$ cat src/rtl/alu_pkg.sv
// alu_pkg
// Shared types and encodings for the ALU execution unit: the decoded
// operation enum, the one-hot func codes, the ALUOp encodings coming from
// the main control unit, and the execution FSM state enum.
package alu_pkg;

  typedef enum logic [2:0] {
    NOTHING = 3'd0,
    ADD     = 3'd1,
    SUB     = 3'd2,
    AND     = 3'd3,
    OR      = 3'd4,
    SLT     = 3'd5,
    MUL     = 3'd6
  } alu_op_e;

  // One-hot func field codes
  localparam logic [5:0] ADD_FUNC = 6'b000001;
  localparam logic [5:0] SUB_FUNC = 6'b000010;
  localparam logic [5:0] AND_FUNC = 6'b000100;
  localparam logic [5:0] OR_FUNC  = 6'b001000;
  localparam logic [5:0] SLT_FUNC = 6'b010000;
  localparam logic [5:0] MUL_FUNC = 6'b100000;

  // ALUOp encodings from the main control unit
  localparam logic [1:0] ALUOP_ADD  = 2'b00;
  localparam logic [1:0] ALUOP_SUB  = 2'b01;
  localparam logic [1:0] ALUOP_SLT  = 2'b10;
  localparam logic [1:0] ALUOP_FUNC = 2'b11;

  typedef enum logic {
    IDLE    = 1'b0,
    MUL_RUN = 1'b1
  } state_e;

endpackage

$ cat src/rtl/alu_decode.sv
// alu_decode
// Purely combinational operation decode. Turns the ALUOp field and the
// one-hot func field into a decoded operation and an illegal flag.
// Ports:
//   alu_op_i   in   2  ALUOp from main control
//   func_i     in   6  one-hot func field
//   op_o       out  3  decoded operation (alu_op_e)
//   illegal_o  out  1  unlisted func, or mul while multiply is disabled
module alu_decode
  import alu_pkg::*;
#(
  parameter bit MUL_EN = 1'b1
) (
  input  logic [1:0] alu_op_i,
  input  logic [5:0] func_i,
  output alu_op_e    op_o,
  output logic       illegal_o
);

  // An illegal code decodes to NOTHING so the datapath yields a zero result.
  always_comb begin
    op_o      = NOTHING;
    illegal_o = 1'b0;
    case (alu_op_i)
      ALUOP_ADD: op_o = ADD;
      ALUOP_SUB: op_o = SUB;
      ALUOP_SLT: op_o = SLT;
      default: begin
        case (func_i)
          ADD_FUNC: op_o = ADD;
          SUB_FUNC: op_o = SUB;
          AND_FUNC: op_o = AND;
          OR_FUNC:  op_o = OR;
          SLT_FUNC: op_o = SLT;
          MUL_FUNC: begin
            if (MUL_EN) op_o = MUL;
            else        illegal_o = 1'b1;
          end
          default:  illegal_o = 1'b1;
        endcase
      end
    endcase
  end

endmodule

$ cat src/rtl/alu_exec_unit.sv
// alu_exec_unit
// Handshaked ALU execution stage between decode and writeback. Single-cycle
// operations register their result one cycle after accept; MUL runs an
// iterative shift-and-add over WIDTH cycles. WIDTH must be at least 4.
// Ports:
//   clk        in   1      clock, rising edge
//   rst        in   1      synchronous active-high reset
//   in_valid   in   1      operands and opcode valid
//   in_ready   out  1      unit accepts this cycle
//   alu_op     in   2      ALUOp (00 add, 01 sub, 10 slt, 11 decode func)
//   func       in   6      one-hot func field
//   a, b       in   WIDTH  operands
//   out_valid  out  1      result valid
//   out_ready  in   1      consumer accepts result
//   result     out  WIDTH  result
//   zero       out  1      result == 0
//   illegal    out  1      illegal operation was accepted
module alu_exec_unit
  import alu_pkg::*;
#(
  parameter int WIDTH  = 32,
  parameter int MUL_EN = 1
) (
  input  logic             clk,
  input  logic             rst,
  input  logic             in_valid,
  output logic             in_ready,
  input  logic [1:0]       alu_op,
  input  logic [5:0]       func,
  input  logic [WIDTH-1:0] a,
  input  logic [WIDTH-1:0] b,
  output logic             out_valid,
  input  logic             out_ready,
  output logic [WIDTH-1:0] result,
  output logic             zero,
  output logic             illegal
);

  localparam int CW = $clog2(WIDTH + 1);

  state_e           state_q, state_d;
  logic [CW-1:0]    count_q, count_d;
  logic [WIDTH-1:0] mcand_q, mcand_d;
  logic [WIDTH-1:0] mplier_q, mplier_d;
  logic [WIDTH-1:0] acc_q, acc_d;
  logic [WIDTH-1:0] result_q, result_d;
  logic             zero_q, zero_d;
  logic             illegal_q, illegal_d;
  logic             outValid_q, outValid_d;

  alu_op_e          decOp;
  logic             decIllegal;
  logic [WIDTH-1:0] aluResult;
  logic [WIDTH-1:0] accStep;
  logic             accept;

  alu_decode #(
    .MUL_EN (MUL_EN != 0)
  ) u_decode (
    .alu_op_i  (alu_op),
    .func_i    (func),
    .op_o      (decOp),
    .illegal_o (decIllegal)
  );

  // A new op may enter only when idle and the output slot is free or
  // being drained this very cycle.
  assign in_ready  = (state_q == IDLE) && (!outValid_q || out_ready);
  assign accept    = in_valid && in_ready;

  assign out_valid = outValid_q;
  assign result    = result_q;
  assign zero      = zero_q;
  assign illegal   = illegal_q;

  // Single-cycle datapath; NOTHING (illegal) and MUL fall through to zero.
  always_comb begin
    aluResult = '0;
    case (decOp)
      ADD:     aluResult = a + b;
      SUB:     aluResult = a - b;
      AND:     aluResult = a & b;
      OR:      aluResult = a | b;
      SLT:     aluResult = {{(WIDTH-1){1'b0}}, ($signed(a) < $signed(b))};
      default: aluResult = '0;
    endcase
  end

  // One shift-and-add step of the multiplier.
  assign accStep = acc_q + (mplier_q[0] ? mcand_q : '0);

  // Next-state logic for the FSM, multiplier datapath and output register.
  // The drain clear comes first so that a same-cycle accept or MUL
  // completion overrides it and keeps out_valid high.
  always_comb begin
    state_d    = state_q;
    count_d    = count_q;
    mcand_d    = mcand_q;
    mplier_d   = mplier_q;
    acc_d      = acc_q;
    result_d   = result_q;
    zero_d     = zero_q;
    illegal_d  = illegal_q;
    outValid_d = outValid_q;

    if (outValid_q && out_ready) outValid_d = 1'b0;

    case (state_q)
      IDLE: begin
        if (accept) begin
          if (decOp == MUL) begin
            state_d  = MUL_RUN;
            mcand_d  = a;
            mplier_d = b;
            acc_d    = '0;
            count_d  = CW'(WIDTH);
          end else begin
            result_d   = aluResult;
            zero_d     = (aluResult == '0);
            illegal_d  = decIllegal;
            outValid_d = 1'b1;
          end
        end
      end
      MUL_RUN: begin
        acc_d    = accStep;
        mcand_d  = mcand_q << 1;
        mplier_d = mplier_q >> 1;
        count_d  = count_q - CW'(1);
        // Last iteration: the product is complete including this step.
        if (count_q == CW'(1)) begin
          state_d    = IDLE;
          result_d   = accStep;
          zero_d     = (accStep == '0);
          illegal_d  = 1'b0;
          outValid_d = 1'b1;
        end
      end
      default: state_d = IDLE;
    endcase
  end

  // State registers with synchronous reset; a reset discards any partial
  // product and any held result.
  always_ff @(posedge clk) begin
    if (rst) begin
      state_q    <= IDLE;
      count_q    <= '0;
      mcand_q    <= '0;
      mplier_q   <= '0;
      acc_q      <= '0;
      result_q   <= '0;
      zero_q     <= 1'b0;
      illegal_q  <= 1'b0;
      outValid_q <= 1'b0;
    end else begin
      state_q    <= state_d;
      count_q    <= count_d;
      mcand_q    <= mcand_d;
      mplier_q   <= mplier_d;
      acc_q      <= acc_d;
      result_q   <= result_d;
      zero_q     <= zero_d;
      illegal_q  <= illegal_d;
      outValid_q <= outValid_d;
    end
  end

endmodule

$ cat config.mk
export PLATFORM = sky130hd
export DESIGN_NAME = alu_exec_unit
export DESIGN_NICKNAME = d
export VERILOG_FILES = /design/src/rtl/alu_pkg.sv /design/src/rtl/alu_decode.sv /design/src/rtl/alu_exec_unit.sv
export SDC_FILE = /design/constraint.sdc
export NUM_CORES = 1
export LEC_CHECK = 0
export CORE_MARGIN = 2
export CORE_UTILIZATION = 60
export DETAILED_ROUTE_END_ITERATION = 8
export PLACE_DENSITY = 0.82
export RECOVER_POWER = 50
export REMOVE_ABC_BUFFERS = 1
export SYNTH_ARGS = -nofsm -noshare
export SYNTH_HDL_FRONTEND = slang
export SYNTH_SLANG_ARGS = --single-unit
$ cat constraint.sdc
create_clock -name clk -period 5.3 [get_ports clk]
set_clock_uncertainty 0.15 [all_clocks]
set_input_delay 1.59 -clock clk [delete_from_list [all_inputs] [get_ports clk]]
set_output_delay 1.59 -clock clk [all_outputs]
set_load 0.02 [all_outputs]
# ---- Word level (Yosys, flattened, before mapping)
# Cells that the tools add are included.
dict set report op_classes {
  n_div 0
  shifts 0
  mux 39
  n_eq_ne 19
  n_bitwise 3
  mul 0
  n_addsub 4
  reduce_logical 12
  n_lt_le_gt_ge 1
}
# cell count
set op_table {}
lappend op_table {{32-bit 2-to-1 mux} 10}
lappend op_table {{32-bit one-hot mux with 2 select lines} 4}
lappend op_table {{32-bit one-hot mux with 5 select lines} 1}
lappend op_table {{32-bit adder} 2}
lappend op_table {{32-bit logical NOT} 2}
lappend op_table {{32-bit bitwise AND} 1}
lappend op_table {{32-bit less-than comparator} 1}
lappend op_table {{32-bit OR} 1}
lappend op_table {{32-bit subtractor} 1}
lappend op_table {{3-bit one-hot mux with 6 select lines} 1}
lappend op_table {{1-bit 2-to-1 mux} 15}
lappend op_table {{6-bit by 1-bit == test with 1-bit output (second input constant)} 2}
lappend op_table {{6-bit 2-to-1 mux} 2}
lappend op_table {{6-bit one-hot mux with 2 select lines} 1}
lappend op_table {{3-bit == test (second input constant)} 3}
lappend op_table {{3-bit one-hot mux with 3 select lines} 1}
lappend op_table {{1-bit one-hot mux with 2 select lines} 4}
lappend op_table {{3-bit by 2-bit == test with 1-bit output (second input constant)} 2}
lappend op_table {{6-bit by 2-bit == test with 1-bit output (second input constant)} 1}
lappend op_table {{6-bit by 3-bit == test with 1-bit output (second input constant)} 1}
lappend op_table {{6-bit by 4-bit == test with 1-bit output (second input constant)} 1}
lappend op_table {{6-bit by 5-bit == test with 1-bit output (second input constant)} 1}
lappend op_table {{6-bit == test (second input constant)} 1}
lappend op_table {{6-bit OR reduction} 1}
lappend op_table {{other kinds (14)} 18}
dict set report word_totals {
  inputBits 76
  output_inout_bits 36
  rom_bits 0
  elab_cells 87
  memories 0
  ramBits 0
  latchBits 0
  reg_bits 138
}

# ---- Depth between registers and ports, before layout
dict set report logic_depth {
  ltp_word 9
  ltp_mapped 15
  ltp_nobuf 14
}

# ---- Hierarchy
# From an unflattened synthesis, not the netlist that was laid out.
dict set report unflattened {
  hier_cells 1871
  hier_area_um2 13296.5
}
# module cells_per_inst instances area_each_um2 seq_area_each_um2
set modules_own_cells {}
lappend modules_own_cells {alu_exec_unit 1852 1 13146.4 2762.6}
lappend modules_own_cells {alu_decode 19 1 150.1 0.0}

# ---- Worst setup path after synthesis
# No wires, ideal clock.
dict set report synth_path {
  kind {input to register}
  start {in a[0]}
  end {reg zero_q (netlist: zero)}
  setup_time_ps 60
  required_time_ps 5090
  setup_slack_ps 471
  path_buffers 0
  arrival_ps 4620
  path_stages 14
  path_cell_list {inv_1 ha_1 fa_1 o21ba_1 or4_1 and2_1 a221o_1 a221o_1 nor4_1 and4_1 nand4b_1 nor4_1 nand4_1 nand2_1}
}
dict set report synth_via {
  elab_chain_cells 6
  word_cells_on_any_way 10
  classes_between {add/sub (2); order compare (1); mux (4); bitwise (2); reduce/logical (1)}
}
# element line_no
set synth_rtl {}
lappend synth_rtl {{start: declaration} alu_exec_unit.sv:30} ;# input logic [WIDTH-1:0] a,
lappend synth_rtl {{32-bit subtractor (tied with other cells)} alu_exec_unit.sv:81} ;# SUB: aluResult = a - b;
lappend synth_rtl {{32-bit one-hot mux with 5 select lines (*)} alu_exec_unit.sv:79} ;# case (decOp)
lappend synth_rtl {{32-bit logical NOT (*)} alu_exec_unit.sv:119} ;# zero_d = (aluResult == '0);
lappend synth_rtl {{1-bit 2-to-1 mux (*)} alu_exec_unit.sv:111} ;# if (decOp == MUL) begin
lappend synth_rtl {{1-bit 2-to-1 mux (*)} alu_exec_unit.sv:110} ;# if (accept) begin
lappend synth_rtl {{1-bit one-hot mux with 2 select lines (*)} alu_exec_unit.sv:108} ;# case (state_q)
lappend synth_rtl {{end signal: assignment} alu_exec_unit.sv:163} ;# zero_q <= zero_d;
lappend synth_rtl {{end: declaration} alu_exec_unit.sv:47} ;# logic zero_q, zero_d;
# Mark *: on every way between the ends. The rest lies on a longest branch, timed or not. The select of a mux whose other input is x is not followed.
# A chain may end at the register's enable or synchronous reset.

# ---- Worst setup path in the final report
# Ends and elaborated chain as after synthesis.

==> out/results.ini <==
[critical_path]
cp_slowest_stage_delay_ns=0.49
critical_path_class=input port to register
critPathBufInv=2
critPathLaunchType=input port
critPathTopFamily=simple AND/OR/NAND/NOR gates
cp_cell_sequence=clkdlybuf4s50_1 -> inv_1 -> ha_1 -> fa_2 -> o21ba_1 -> or4_4 -> and2_4 -> a221o_1 -> a221o_1 -> nor4_2 -> and4_1 -> nand4b_1 -> nor4_2 -> nand4_1 -> nand2_1
rr_endpoint=zero
reg2reg_setup_slack_ns=0.45
cp_data_required_time_ns=5.53
r2r-start=mplier_q[0]
crit_path_end_kind=register
critPathSlowestCell=clkdlybuf4s50_1
critPathLaunch=a[0]
worst-path-max-fanout=2
rr_worst_depth=14
worstPathArrival_ns=5.39

[logic_synthesis]
yosys.area.top_type=dfxtp_1
ys_seq_area_share_pct=21.1
avgSynthCellArea_sq_um=7.14
synthDistinctLibCells=86
synth_ff_type=dfxtp_1
ys.warnings.count=0
yosysMostFrequentCell=a21oi_1
yosys-top-cells-area=dfxtp_1, ha_1, a21oi_1, nand2_1, nor2_1
synth_edf_count=0
synth_cells=1831
synth_top_area_share_pct=21.1
synth.top_cells.by_count=a21oi_1, nand2_1, nor2_1
synth_area_sq_mm=0.0131
synth_seq_cells=138
async_reset_ff_share_pct=0

[drt]
postRouteAntennaNets=0
drtIter0Drc=1612
routed_wl_mm=47.3
avgRoutedWirePerCell_um=20.1
viasPerCell=6.43
drt_first_pass_iters=6
drc=0
via_count=15089

[grt]
grt.met1_usage_pct=55.9
grt_pass1_vias=14032
grt_first_pass_wirelength_mm=73.6
grtUsageMet2_pct=63.9
top_usage_layer=met2
met3_usage_pct=10.4
grt-ovfl-total=0
grt_max_degree=99
grt_usage_pct=41.0
antenna_found_initial=0

[timing]
finalMaxSlewViolations=0
fin_crit_sh_pct=97.4
min_period_ns=5.16
tightest_slew_ns=1.19
hold_viol_final=0
relSlewSlack_pct=20.1
rsz0062_at_grt=false
setup_viol=0
fmaxAchievable_mhz=194
setup_ws_ns=0.140

[die]
coreArea_sq_mm=0.0212
rows=53
die_height_um=152
io_pins=112
start_util_pct=61.6
dieArea_sq_mm=0.0230
die_x_um=152

[placed_design]
place_ws_ns=-0.468
place_inst=2316
place_area_sq_mm=0.0158
finalWeightedCongestion=1.02
dp_hpwl_mm=36.4
port_buffers=111

[clocking]
ctsLongestPathBuffers=2
cts_root_buf=clkbuf_16
clkTransAtPathRegs_ns=0.06
clock_latency_ns=0.44
cts.sinks=138
cts_tree=built
hold_buffers=0
htreeDepth=4
cts_buffers=17

[pwr]
pwr_density_cell_mw_per_mm2=203
p_leak_nw=7.15
peakVddDrop_uv=177

[hold_path]
hold_end=result[8]
hp-class=register to register
holdPathStages=2
min_from=result[8]

[cells_and_area]
syn2layout_area_growth_pct=25.3
drive_above_1_share_pct=13.8
nNetsFinal=2283
stdcell_area_sq_mm=0.0164
fillCellCount=1651
layoutNonFillerInstCount=2348
antennaDiodeCount=0

[status]
outcome=complete, no violations

[run]
cap_violations=0

==> per-stage QoR <==
| step | hold WS, ns | total power, mW | TNS [ns] | utilization [%] |
|---|---|---|---|---|
| 2_1_floorplan | 0.281 | 1.61 | -276.49 | - |
| 3_3_place_gp | 0.287 | 2.11 | -0.955 | 74.4 |
| 3_5_place_dp | 0.295 | 2.13 | -2.39 | 74.4 |
| 4_1_cts | 0.303 | 3.30 | 0 | 77.1 |
| 5_1_grt | 0.318 | 3.45 | 0 | 77.2 |
| 6_report | 0.299 | 3.33 | 0 | 77.2 |
==> how the worst max path moves through the flow <==
| stage | cells after the start | slack (ns) | to |
|---|---|---|---|
| 2_1_floorplan | 8 | -2.85 | count_q[5] |
| 3_3_place_gp | 15 | -0.36 | zero |
| 3_5_place_dp | 15 | -0.47 | zero |
| 4_1_cts | 15 | 0.02 | zero |
| 5_1_grt | 15 | 0.008 | zero |
| 6_report | 15 | 0.14 | zero |
==> worst min-delay path, stage by stage, from the launching register on <==
cell,delay [ns]
dfxtp_1,0.31
nand2_1,0.05
a21oi_1,0.05
==> kinds of logic (layout without fill, tap and decap cells) <==
logic type | count (synthesis) | after routing | synth area share (%)
and+or+nand+nor | 641 | 641 | 22.8
AOI/OAI and AO/OA | 634 | 634 | 31.9
buffers and inverters | 221 | 463 | 6.49
adders and majority gates | 147 | 147 | 14.2
DFF | 138 | 138 | 21.1
xor gates and xnor gates | 41 | 41 | 2.75
muxes | 9 | 9 | 0.689
==> state kept, by name, summed over array words and instances (netlist names) <==
register	flops
zero	1
result	32
state_q	1
out_valid	1
acc_q	32
illegal	1
mplier_q	32
mcand_q	32
count_q	6
==> metal layers <==
layer / share of wire [%] / up-vias
met4: 3.0 / 0
met1: 42 / 7017
met3: 12 / 135
met2: 43 / 876
met5: 0 / -
li1: - / 7061
==> area by class of cell <==
cell class / instances / area, sq um / area share [%]
clock buffer: 18 / 450 / 2.75
clock inverter: 14 / 124 / 0.756
inverter: 105 / 394 / 2.41
multi-input combinational: 1472 / 9540 / 58.3
sequential: 138 / 2770 / 16.9
tap: 275 / 344 / 2.10
timing repair buffer: 326 / 2760 / 16.8
==> cell usage in the layout, fill, tap and decap left out, types with 14 or more instances in the layout <==
cell	count
and2_1	38
o21ai_0	70
nand3_1	27
a22oi_1	35
xnor2_1	25
buf_4	208
clkdlybuf4s50_1	73
nor3_1	37
dfxtp_1	137
clkbuf_16	18
inv_1	102
dlygate4sd3_1	37
o21bai_1	17
ha_1	144
o211ai_1	21
a211oi_1	25
a31oi_1	17
nor2_1	186
nor4_1	17
o31ai_1	15
a21oi_1	247
a21o_1	37
nand2_1	226
nor2b_1	16
xor2_1	16
and3_1	14
nand4_1	17
==> timing repair <==
action,4_1_cts,5_1_grt
buffers inserted,0,0
resized for setup,1,14
cloned,0,0
pin swaps,0,1
setup endpoints to repair,1,5
==> where the power goes <==
group	switching, mW	internal [mW]	total, mW	leakage (nW)
Sequential	0.0145	1.06	1.07	1.12
Clock	0.543	0.645	1.19	0.280
Combinational	0.600	0.470	1.07	5.75
Total	1.16	2.17	3.33	7.15
(Power assumes the default switching activity.)
